==> src/rtl/qosc_pkg.sv <==
// Shared definitions for the oscillator register bank and its SPI loader:
// register addresses, frame geometry and the loader state encoding.
package qosc_pkg;

   localparam int FRAME_BITS  = 16;
   localparam int HEADER_BITS = 8;

   localparam logic [2:0] ADDR_ID       = 3'd0;
   localparam logic [2:0] ADDR_INIT_RE  = 3'd2;
   localparam logic [2:0] ADDR_INIT_IM  = 3'd3;
   localparam logic [2:0] ADDR_RE_COEFF = 3'd4;
   localparam logic [2:0] ADDR_IM_COEFF = 3'd5;
   localparam logic [2:0] ADDR_POWER    = 3'd6;

   typedef enum logic [2:0] {
      ST_IDLE,
      ST_HEADER,
      ST_DATA,
      ST_COMMIT,
      ST_DONE
   } spi_state_e;

endpackage

==> src/rtl/spi_reg_loader_if.sv <==
// SPI pin bundle between an off-chip master and the register loader.
interface spi_reg_loader_if;

   logic sclk;
   logic cs_n;
   logic mosi;
   logic miso;

   modport master (output sclk, output cs_n, output mosi, input miso);
   modport slave  (input sclk, input cs_n, input mosi, output miso);

endinterface

==> src/rtl/spi_reg_loader_sync_edge.sv <==
// 2-FF synchroniser for an asynchronous pin, plus single-cycle rise/fall pulses
// derived from the synchronised level and a one-cycle delayed copy.
module sync_edge #(
   parameter logic RESET_VAL = 1'b0
) (
   input  logic clk,
   input  logic reset_n,
   input  logic d_i,
   output logic sync_o,
   output logic rise_o,
   output logic fall_o
);

   logic meta_q;
   logic sync_q;
   logic dly_q;

   always_ff @(posedge clk) begin
      if (!reset_n) begin
         meta_q <= RESET_VAL;
         sync_q <= RESET_VAL;
         dly_q  <= RESET_VAL;
      end else begin
         meta_q <= d_i;
         sync_q <= meta_q;
         dly_q  <= sync_q;
      end
   end

   assign sync_o = sync_q;
   assign rise_o = sync_q & ~dly_q;
   assign fall_o = ~sync_q & dly_q;

endmodule

==> src/rtl/spi_reg_loader.sv <==
// SPI mode-0 slave that turns 16-bit frames into register-bank write strobes.
// Define SPI_REG_LOADER_READBACK_EN to enable read frames returning data on miso.
module spi_reg_loader
   import qosc_pkg::*;
#(
   parameter logic [7:0] ID_VALUE = 8'hA5
) (
   input  logic                   clk,
   input  logic                   reset_n,
   spi_reg_loader_if.slave        spi,
   input  logic [7:0]             rd_init_re,
   input  logic [7:0]             rd_init_im,
   input  logic [7:0]             rd_re_coeff,
   input  logic [7:0]             rd_im_coeff,
   input  logic [7:0]             rd_power,
   output logic                   load,
   output logic [2:0]             address,
   output logic [7:0]             data_out,
   output logic                   busy
);

   // Index 0 is sclk (idles low), index 1 is cs_n (idles high).
   localparam logic [1:0] SYNC_RESET = 2'b10;

   logic [1:0] pin_raw;
   logic [1:0] pin_lvl;
   logic [1:0] pin_rise;
   logic [1:0] pin_fall;

   assign pin_raw = {spi.cs_n, spi.sclk};

   for (genvar gi = 0; gi < 2; gi++) begin : g_sync
      sync_edge #(
         .RESET_VAL (SYNC_RESET[gi])
      ) u_sync (
         .clk     (clk),
         .reset_n (reset_n),
         .d_i     (pin_raw[gi]),
         .sync_o  (pin_lvl[gi]),
         .rise_o  (pin_rise[gi]),
         .fall_o  (pin_fall[gi])
      );
   end

   logic sclk_rise;
   logic sclk_fall;
   logic cs_rise;
   logic cs_fall;

   assign sclk_rise = pin_rise[0];
   assign sclk_fall = pin_fall[0];
   assign cs_rise   = pin_rise[1];
   assign cs_fall   = pin_fall[1];

   logic mosi_meta_q;
   logic mosi_q;

   always_ff @(posedge clk) begin
      if (!reset_n) begin
         mosi_meta_q <= 1'b0;
         mosi_q      <= 1'b0;
      end else begin
         mosi_meta_q <= spi.mosi;
         mosi_q      <= mosi_meta_q;
      end
   end

   spi_state_e state_q;
   logic [3:0] bit_cnt_q;
   logic [7:0] shift_q;
   logic       rw_q;
   logic [2:0] hdr_addr_q;
   logic       load_q;
   logic [2:0] address_q;
   logic [7:0] data_out_q;
   logic       miso_q;

`ifdef SPI_REG_LOADER_READBACK_EN
   logic [7:0] rb_shift_q;
   logic [7:0] rb_value_d;
   logic       unused_ok;

   // Address bits sit at shift_q[5:3] at the moment the 8th header bit arrives.
   always_comb begin
      rb_value_d = 8'h00;
      case (shift_q[5:3])
         ADDR_ID:       rb_value_d = ID_VALUE;
         ADDR_INIT_RE:  rb_value_d = rd_init_re;
         ADDR_INIT_IM:  rb_value_d = rd_init_im;
         ADDR_RE_COEFF: rb_value_d = rd_re_coeff;
         ADDR_IM_COEFF: rb_value_d = rd_im_coeff;
         ADDR_POWER:    rb_value_d = rd_power;
         default:       rb_value_d = 8'h00;
      endcase
   end

   assign unused_ok = pin_lvl[0];
`else
   logic unused_ok;
   assign unused_ok = ^{pin_lvl[0], sclk_fall, ID_VALUE, rd_init_re, rd_init_im,
                        rd_re_coeff, rd_im_coeff, rd_power};
`endif

   always_ff @(posedge clk) begin
      if (!reset_n) begin
         state_q    <= ST_IDLE;
         bit_cnt_q  <= 4'd0;
         shift_q    <= 8'h00;
         rw_q       <= 1'b0;
         hdr_addr_q <= 3'd0;
         load_q     <= 1'b0;
         address_q  <= 3'd0;
         data_out_q <= 8'h00;
         miso_q     <= 1'b0;
`ifdef SPI_REG_LOADER_READBACK_EN
         rb_shift_q <= 8'h00;
`endif
      end else begin
         load_q <= 1'b0;
         case (state_q)
            ST_IDLE: begin
               if (cs_fall) begin
                  bit_cnt_q <= 4'd0;
                  shift_q   <= 8'h00;
                  state_q   <= ST_HEADER;
               end
            end
            ST_HEADER: begin
               if (cs_rise) begin
                  state_q <= ST_IDLE;
               end else if (sclk_rise) begin
                  shift_q   <= {shift_q[6:0], mosi_q};
                  bit_cnt_q <= bit_cnt_q + 4'd1;
                  if (bit_cnt_q == 4'(HEADER_BITS - 1)) begin
                     rw_q       <= shift_q[6];
                     hdr_addr_q <= shift_q[5:3];
                     state_q    <= ST_DATA;
`ifdef SPI_REG_LOADER_READBACK_EN
                     rb_shift_q <= rb_value_d;
`endif
                  end
               end
            end
            ST_DATA: begin
               if (cs_rise) begin
                  state_q <= ST_IDLE;
                  miso_q  <= 1'b0;
               end else begin
                  if (sclk_rise) begin
                     shift_q   <= {shift_q[6:0], mosi_q};
                     bit_cnt_q <= bit_cnt_q + 4'd1;
                     if (bit_cnt_q == 4'(FRAME_BITS - 1)) begin
                        state_q <= ST_COMMIT;
                     end
                  end
`ifdef SPI_REG_LOADER_READBACK_EN
                  if (sclk_fall && rw_q) begin
                     miso_q     <= rb_shift_q[7];
                     rb_shift_q <= {rb_shift_q[6:0], 1'b0};
                  end
`endif
               end
            end
            ST_COMMIT: begin
               if (cs_rise) begin
                  state_q <= ST_IDLE;
                  miso_q  <= 1'b0;
               end else begin
                  if (!rw_q) begin
                     load_q     <= 1'b1;
                     address_q  <= hdr_addr_q;
                     data_out_q <= shift_q;
                  end
                  state_q <= ST_DONE;
               end
            end
            ST_DONE: begin
               if (cs_rise) begin
                  state_q <= ST_IDLE;
                  miso_q  <= 1'b0;
               end
            end
            default: state_q <= ST_IDLE;
         endcase
      end
   end

   assign spi.miso = miso_q;
   assign load     = load_q;
   assign address  = address_q;
   assign data_out = data_out_q;
   assign busy     = ~pin_lvl[1];

endmodule

==> src/flat_wrapper.sv <==
// flat-port wrapper written by rule: the top's interface ports become plain ports
module spi_reg_loader_flat import qosc_pkg::*;
#(
   parameter logic [7:0] ID_VALUE = 8'hA5
)
  (clk, reset_n, rd_init_re, rd_init_im, rd_re_coeff, rd_im_coeff, rd_power, load, address, data_out, busy, spi_sclk, spi_cs_n, spi_mosi, spi_miso);
  spi_reg_loader_if spi_i ();
  input  logic clk;
  input  logic reset_n;
  input  logic [7:0] rd_init_re;
  input  logic [7:0] rd_init_im;
  input  logic [7:0] rd_re_coeff;
  input  logic [7:0] rd_im_coeff;
  input  logic [7:0] rd_power;
  output logic load;
  output logic [2:0] address;
  output logic [7:0] data_out;
  output logic busy;
  input wire logic [$bits(spi_i.sclk)-1:0] spi_sclk;
  input wire logic [$bits(spi_i.cs_n)-1:0] spi_cs_n;
  input wire logic [$bits(spi_i.mosi)-1:0] spi_mosi;
  output wire logic [$bits(spi_i.miso)-1:0] spi_miso;
  assign spi_i.sclk = spi_sclk;
  assign spi_i.cs_n = spi_cs_n;
  assign spi_i.mosi = spi_mosi;
  assign spi_miso = spi_i.miso;
  spi_reg_loader #(.ID_VALUE(ID_VALUE)) u_core (.clk(clk), .reset_n(reset_n), .spi(spi_i), .rd_init_re(rd_init_re), .rd_init_im(rd_init_im), .rd_re_coeff(rd_re_coeff), .rd_im_coeff(rd_im_coeff), .rd_power(rd_power), .load(load), .address(address), .data_out(data_out), .busy(busy));
endmodule
==> config.mk <==
export PLATFORM = sky130hd
export DESIGN_NAME = spi_reg_loader_flat
export DESIGN_NICKNAME = d
export VERILOG_FILES = /design/src/rtl/qosc_pkg.sv /design/src/rtl/spi_reg_loader_if.sv /design/src/rtl/spi_reg_loader_sync_edge.sv /design/src/rtl/spi_reg_loader.sv /design/src/flat_wrapper.sv
export SDC_FILE = /design/constraint.sdc
export NUM_CORES = 1
export LEC_CHECK = 0
export ABC_AREA = 0
export BUFFER_PORTS_ARGS = -buffer_cell sky130_fd_sc_hd__buf_2
export CAP_MARGIN = 20
export CORE_MARGIN = 10
export CORE_UTILIZATION = 43
export CTS_CLUSTER_DIAMETER = 50
export CTS_CLUSTER_SIZE = 20
export DETAILED_ROUTE_END_ITERATION = 8
export GPL_ROUTABILITY_DRIVEN = 0
export GPL_TIMING_DRIVEN = 0
export PLACE_DENSITY_LB_ADDON = 0.12
export SLEW_MARGIN = 20
export SYNTH_ARGS = -nofsm -noshare
export SYNTH_HDL_FRONTEND = slang
export SYNTH_SLANG_ARGS = --single-unit
==> constraint.sdc <==
create_clock -name clk -period 1.5 [get_ports clk]
set_input_delay 0.15 -clock clk [delete_from_list [all_inputs] [get_ports clk]]
set_output_delay 0.15 -clock clk [all_outputs]
set_load 0.05 [all_outputs]
==> out/results.txt, run 1 <==
Int Power: 1.27 mW
Final WL: 3030 um
Post-synth EDFFs: 0
Gate power share: 5.8%
Switching power: 0.391 mW
Layout filler cell count: 333
Final worst slack: -0.0744 ns
Initial antenna violation count: 0
Fin area: 0.00184 mm2
Maxcap violations: 0
Critical path's largest stage delay: 0.55 ns
CP arrival: 1.82 ns
Post-synth cell types: 36
Syn_nets: 185
Final Setup Violations: 13
Fmax: 0.635 GHz
Ys async rst share: 0%
ANT cells: 0
Status: complete, but fails checks
Core box area: 0.00339 mm2
1st-iter DRT viols: 59
Pwr Density: 903 mW/mm2
Cells after synthesis: 139
Initial Util: 45.4%
Die Ht: 79.9 um
Num CTS Buffers: 5
Clock Path Buffers: 2
Worst Setup End Kind: flop
Post-place instance area: 0.00168 mm2
Via/cell ratio: 5.00
Maximum VDD drop: 0.620 mV
Warnings, synthesis: 0
Largest net degree at the start of global routing: 13
Pins over their slew limit: 0
Vias in the first global route: 1149
Tightest Hold Check Type: input port to flop
Worst hold path depth: 2
Setup TNS: -0.741 ns
Cell Rows: 21
Clock share of power: 31.0%
Post-Syn Area: 0.00154 mm2
Final Hold Viols: 0
Worst-path fanout max: 5
Register area share after synthesis: 50.7%
Top_reg_cell synth: dfxtp_1
WP data required: 1.74 ns
Average wire per cell in the routed design: 13.8 um
DRC Markers: 0
DRT Pass-1 Iters: 4
Via count: 1095
Layout cells sized above 1: 30.6%
Die ar.: 0.00638 mm2
Fin crit period: 1.57 ns
H-tree levels: 2
Final period util: 105%
Die extent in x: 79.9 um
CTS sink cnt: 39
Overall routing resource usage: 10.5%
Skew final: 0.0101 ns
RSZ-0062 raised after global routing: yes
CTS tree: yes
Failing checks: setup timing
PortBufs: 17
Synthesis-to-layout area growth: 19.4%
Flops & latches, synth: 39
Ports: 59
Critical path, cell by cell: or4b_4 > o31ai_2 > a21boi_2 > buf_6 > a22o_1
Final cell count without fillers: 219
Worst r2r path cells: 5
Clk_lat worst skew: 0.34 ns
Syn Area/Cell: 11.1 um2
First-pass GRT wire length: 5290 um
GR Overflow Total: 0
Sw Share: 23.5%
DP Wirelength: 2060 um
CP Class: flop to flop
Worst path slowest cell: or4b_4
DP Cell Count: 202
CTS root buf: clkbuf_4
Clk slew on worst S/H paths: 0.11 ns
Flop pwr share: 63.3%
Fin nets: 218
Static Leak: 0.700 nW
Setup crit start kind: flop
Routed Antenna Nets: 0
power groups by stage:
stage | clock network (mW) | registers [mW] | logic, mW
finish | 0.515 | 1.05 | 0.0956
global route | 0.583 | 1.05 | 0.104
CTS | 0.533 | 1.05 | 0.0953
detailed placement | 0 | 1.07 | 0.0853
global placement | 0 | 1.07 | 0.0845
floorplan | 0 | 1.07 | 0.0663
placed cells by master (no fill, tap or decap), types with 5 or more instances in the layout:
| cell | instances |
|---|---|
| buf_2 | 18 |
| nand2_1 | 6 |
| and2_1 | 6 |
| clkbuf_4 | 5 |
| nor2b_1 | 17 |
| mux2i_1 | 14 |
| buf_4 | 9 |
| a22o_1 | 9 |
| dfxtp_1 | 34 |
worst paths after layout:
check | end | slack (ns) | from
setup reg to reg | u_core.shift_q[3]$_SDFFE_PN0P_ | -0.07 | u_core.state_q[0]$_SDFFE_PN0P_
hold / removal | u_core.g_sync[0].u_sync.meta_q$_SDFF_PN0_ | 0.03 | spi_sclk
setup / recovery | u_core.shift_q[3]$_SDFFE_PN0P_ | -0.07 | u_core.state_q[0]$_SDFFE_PN0P_
hold reg to reg | u_core.g_sync[1].u_sync.sync_o$_SDFF_PN1_ | 0.42 | u_core.g_sync[1].u_sync.meta_q$_SDFF_PN1_
cell type report:
cell class,instances,area (um2),share of cell area (%)
buffer,7,46.3,2.52
clock buffer,6,41.3,2.24
clock inverter,2,12.5,0.680
inverter,4,15.0,0.816
multi-input combinational,87,704,38.3
sequential,39,792,43.1
tap,46,57.6,3.13
timing repair buffer,28,170,9.25
Yosys cell counts, types with 2 or more instances:
library cell  instances  area share [%]
nand3_1               3            0.97
mux2i_1              15             9.7
inv_1                 4            0.97
nor2_1                2            0.49
clkbuf_1              3            0.73
o2bb2ai_1             2             1.1
nor4_4                2             2.8
and2_1                6             2.4
buf_6                 2             1.5
a21oi_1               2            0.65
a22o_1                9             5.1
nand2b_1              4             1.6
dfxtp_1              39              51
buf_4                 3             1.5
nand2_1               6             1.5
nor2b_1              17             6.9
critical path, delay by kind of cell (launching register included):
kind / cells / cell delay [ns]
AOI/OAI and AO/OA: 3 / 0.40
DFF: 1 / 0.38
and+or+nand+nor: 1 / 0.55
buffers and inverters: 1 / 0.15
per-stage QoR:
stage / utilization, % / power, mW / hold slack, ns / worst slack, ns
after floorplan: - / 1.14 / 0.251 / -0.0101
after global placement: 49.6 / 1.16 / 0.334 / -0.184
after detailed placement: 49.6 / 1.16 / 0.341 / -0.270
after CTS: 53.0 / 1.68 / 0.0159 / -0.103
after global routing: 54.3 / 1.74 / 0.0117 / -0.111
final: 54.3 / 1.66 / 0.0254 / -0.0744
cells by family after synthesis:
logic type                 after synthesis  synth area share, %
buffers and inverters                   13                 4.95
and+or+nand+nor                         47                 20.6
muxes                                   16                 10.5
DFF                                     39                 50.7
other                                    1                0.243
xor gates and xnor gates                 1                0.569
AOI/OAI and AO/OA                       21                 11.7
adders and majority gates                1                0.812
registers in the layout, summed over array words and instances (netlist names):
name                         count
u_core.g_sync.u_sync.dly_q       2
u_core.bit_cnt_q                 4
u_core.data_out                  8
u_core.g_sync.u_sync.sync_o      2
u_core.load                      1
u_core.hdr_addr_q                3
u_core.g_sync.u_sync.meta_q      2
u_core.rw_q                      1
u_core.shift_q                   8
u_core.mosi_meta_q               1
u_core.address                   3
u_core.state_q                   3
u_core.mosi_q                    1
layer usage:
layer	GRT usage, %	wire [um]	part of all wire [%]	up-vias
li1	-	-	-	550
met1	12.4	1370	45	518
met2	15.9	1440	48	21
met3	5.07	172	5.7	6
met4	4.05	49	1.6	0
met5	0	0	0	-
what timing repair did:
item | 4_1_cts | 5_1_grt
hold buffers | 1 | 0
pin swaps | 3 | 2
gates resized for setup | 8 | 6
gates cloned | 1 | 0
setup buffers | 6 | 3
setup endpoints to repair | 25 | 25
hold endpoints to repair | 1 | 0
(Power assumes the default switching activity.)
==> run 2: changes to the inputs <==
--- a/config.mk
+++ b/config.mk
@@ -9,7 +9,7 @@
 export BUFFER_PORTS_ARGS = -buffer_cell sky130_fd_sc_hd__buf_2
 export CAP_MARGIN = 20
 export CORE_MARGIN = 10
-export CORE_UTILIZATION = 43
+export CORE_UTILIZATION = 51
 export CTS_CLUSTER_DIAMETER = 50
 export CTS_CLUSTER_SIZE = 20
 export DETAILED_ROUTE_END_ITERATION = 8
==> constraint.sdc (replaced) <==
create_clock -name clk -period 1.95 [get_ports clk]
set_input_delay 0.195 -clock clk [delete_from_list [all_inputs] [get_ports clk]]
set_output_delay 0.195 -clock clk [all_outputs]
set_load 0.05 [all_outputs]
==> out/results.txt, run 2 (same netlist as run 1, synthesis figures left out) <==
Synthesis-to-layout area growth: 12.9%
CP arrival: 1.99 ns (+0.17 ns)
CTS tree: yes
Final period util: 90.6% (-14 points)
Final Setup Violations: 0 (-13)
Die extent in x: 75.0 um (-6.1%)
H-tree levels: 2 (unchanged)
Tightest Hold Check Type: input port to flop
Largest net degree at the start of global routing: 13 (unchanged)
Average wire per cell in the routed design: 13.7 um (-0.83%)
Routed Antenna Nets: 0 (unchanged)
Storage element area: 781 um2 (-1.4%)
Vias in the first global route: 1005 (-13%)
Most common cell after layout, fill and taps aside: dfxtp_1
Core box area: 0.00283 mm2 (-17%)
Static Leak: 0.661 nW (-5.5%)
First-pass GRT wire length: 4440 um (-16%)
Clk slew on worst S/H paths: 0.12 ns (about the same)
DP Wirelength: 2020 um (-1.7%)
GR Overflow Total: 0 (unchanged)
CP Class: flop to flop
Initial Util: 54.4% (+9.0 points)
Maxcap violations: 0 (unchanged)
Layout filler cell count: 249 (-25%)
DRC Markers: 0 (unchanged)
Worst Setup End Kind: flop
Worst-path fanout max: 4 (-1)
Footprint of the multi-input gates: 683 um2 (-3.0%)
Clock Path Buffers: 2 (unchanged)
Total power: 1.39 mW (-16%)
Min-Delay Startpoint: spi_cs_n
Fin nets: 209 (-4.1%)
ANT cells: 0 (unchanged)
Die ar.: 0.00562 mm2 (-12%)
CTS root buf: clkbuf_4
Initial antenna violation count: 0 (unchanged)
Overall routing resource usage: 10.1% (-0.34 points)
Via count: 1043 (-4.7%)
Pwr Density: 798 mW/mm2 (-12%)
Hold-fix buffers, CTS: 0 (-1)
WP data required: 2.17 ns (+0.43 ns)
CTS sink cnt: 39 (unchanged)
Pins over their slew limit: 0 (unchanged)
Final cell count without fillers: 194 (-11%)
R2r startpoint: u_core.bit_cnt_q[0]$_SDFFE_PN0P_
PortBufs: 17 (unchanged)
DP Cell Count: 187 (-7.4%)
Layout cells sized above 1: 23.9% (-6.7 points)
Fmax: 0.566 GHz (-11%)
Clk_lat worst skew: 0.33 ns (about the same)
Critical path's largest stage delay: 0.48 ns (-0.07 ns)
Worst path slowest cell: nor4_4
Num CTS Buffers: 5 (unchanged)
Final Hold Viols: 0 (unchanged)
Fin crit period: 1.77 ns (+0.193 ns)
Most frequent cells in the layout: dfxtp_1 (39), buf_2 (18), nor2b_1 (17)
Final WL: 2660 um (-12%)
DRT Pass-1 Iters: 4 (unchanged)
Status: completed
Ports: 59 (unchanged)
Critical path, cell by cell: ha_1 > nand4b_1 > nor4_4 > mux2i_1 > nor2b_1
Critical path startpoint: u_core.bit_cnt_q[0]$_SDFFE_PN0P_
Setup TNS: 0 ns (+0.741 ns)
Via/cell ratio: 5.38 (+7.5%)
1st-iter DRT viols: 58 (-1.7%)
Setup crit start kind: flop
Maximum VDD drop: 0.598 mV (-3.6%)
Die Ht: 75.0 um (-6.1%)
Cell Rows: 19 (-9.5%)
Postcts setup bufs: 0 (-6)
Cts repair resizes: 0 (-8)
Skew final: 0.0159 ns (+0.00578 ns)
RSZ-0062 raised after global routing: no
==> run 2: cell count changes in the layout (fill, tap and decap cells not counted), moves of 2 or more <==
| cell | previous run | this run |
|---|---|---|
| dfxtp_1 | 34 | 39 |
| dfxtp_4 | 2 | 0 |
| buf_4 | 9 | 3 |
| dfxtp_2 | 3 | 0 |
==> run 2: worst paths after layout <==
kind	end	slack [ns]	depth (start not counted)
max	u_core.hdr_addr_q[0]$_SDFFE_PN0P_	0.18	5
min	u_core.g_sync[1].u_sync.meta_q$_SDFF_PN1_	0.04	2
max reg2reg	u_core.hdr_addr_q[0]$_SDFFE_PN0P_	0.18	5
min reg2reg	u_core.g_sync[1].u_sync.sync_o$_SDFF_PN1_	0.42	1
==> run 2: final cells by class <==
| cell class | count | share of cell area, % |
|---|---|---|
| Inverter | 4 | 0.863 |
| Clock inverter | 2 | 2.16 |
| Multi-Input combinational cell | 87 | 39.3 |
| Clock buffer | 5 | 2.16 |
| Sequential cell | 39 | 44.9 |
| Tap cell | 31 | 2.23 |
| Timing Repair Buffer | 17 | 4.89 |
| Buffer | 9 | 3.53 |
==> run 2: layer usage <==
layer / up-vias / GRT usage (%) / part of all wire [%]
met4: 0 / 3.99 / 1.2
met1: 488 / 11.5 / 47
met3: 4 / 4.34 / 5.6
met5: - / 0 / 0
met2: 19 / 16.5 / 46
li1: 532 / - / -
==> run 2: critical path: cells and delay by family, from the launching register on <==
| family | cells | cell delay (ns) |
|---|---|---|
| fa+ha+maj | 1 | 0.21 |
| flops | 1 | 0.38 |
| mux | 1 | 0.26 |
| simple gates | 3 | 0.79 |
==> run 2: through the flow <==
| stage | util [%] | hold WS (ns) | setup WS [ns] | area [um2] |
|---|---|---|---|---|
| CTS | 61.5 | 0.0234 | 0.155 | 1740 |
| detailed placement | 58.8 | 0.383 | 0.192 | 1660 |
| finish | 61.5 | 0.0385 | 0.182 | 1740 |
| global route | 61.5 | 0.0158 | 0.0346 | 1740 |
| global placement | 58.8 | 0.376 | 0.273 | 1660 |
| floorplan | - | 0.296 | 0.436 | 1540 |
==> run 2: power by group <==
part / internal, mW / switching, mW
sequential: 0.805 / 0.00365
clock: 0.263 / 0.253
combinational: 0.0284 / 0.0360
total: 1.10 / 0.293
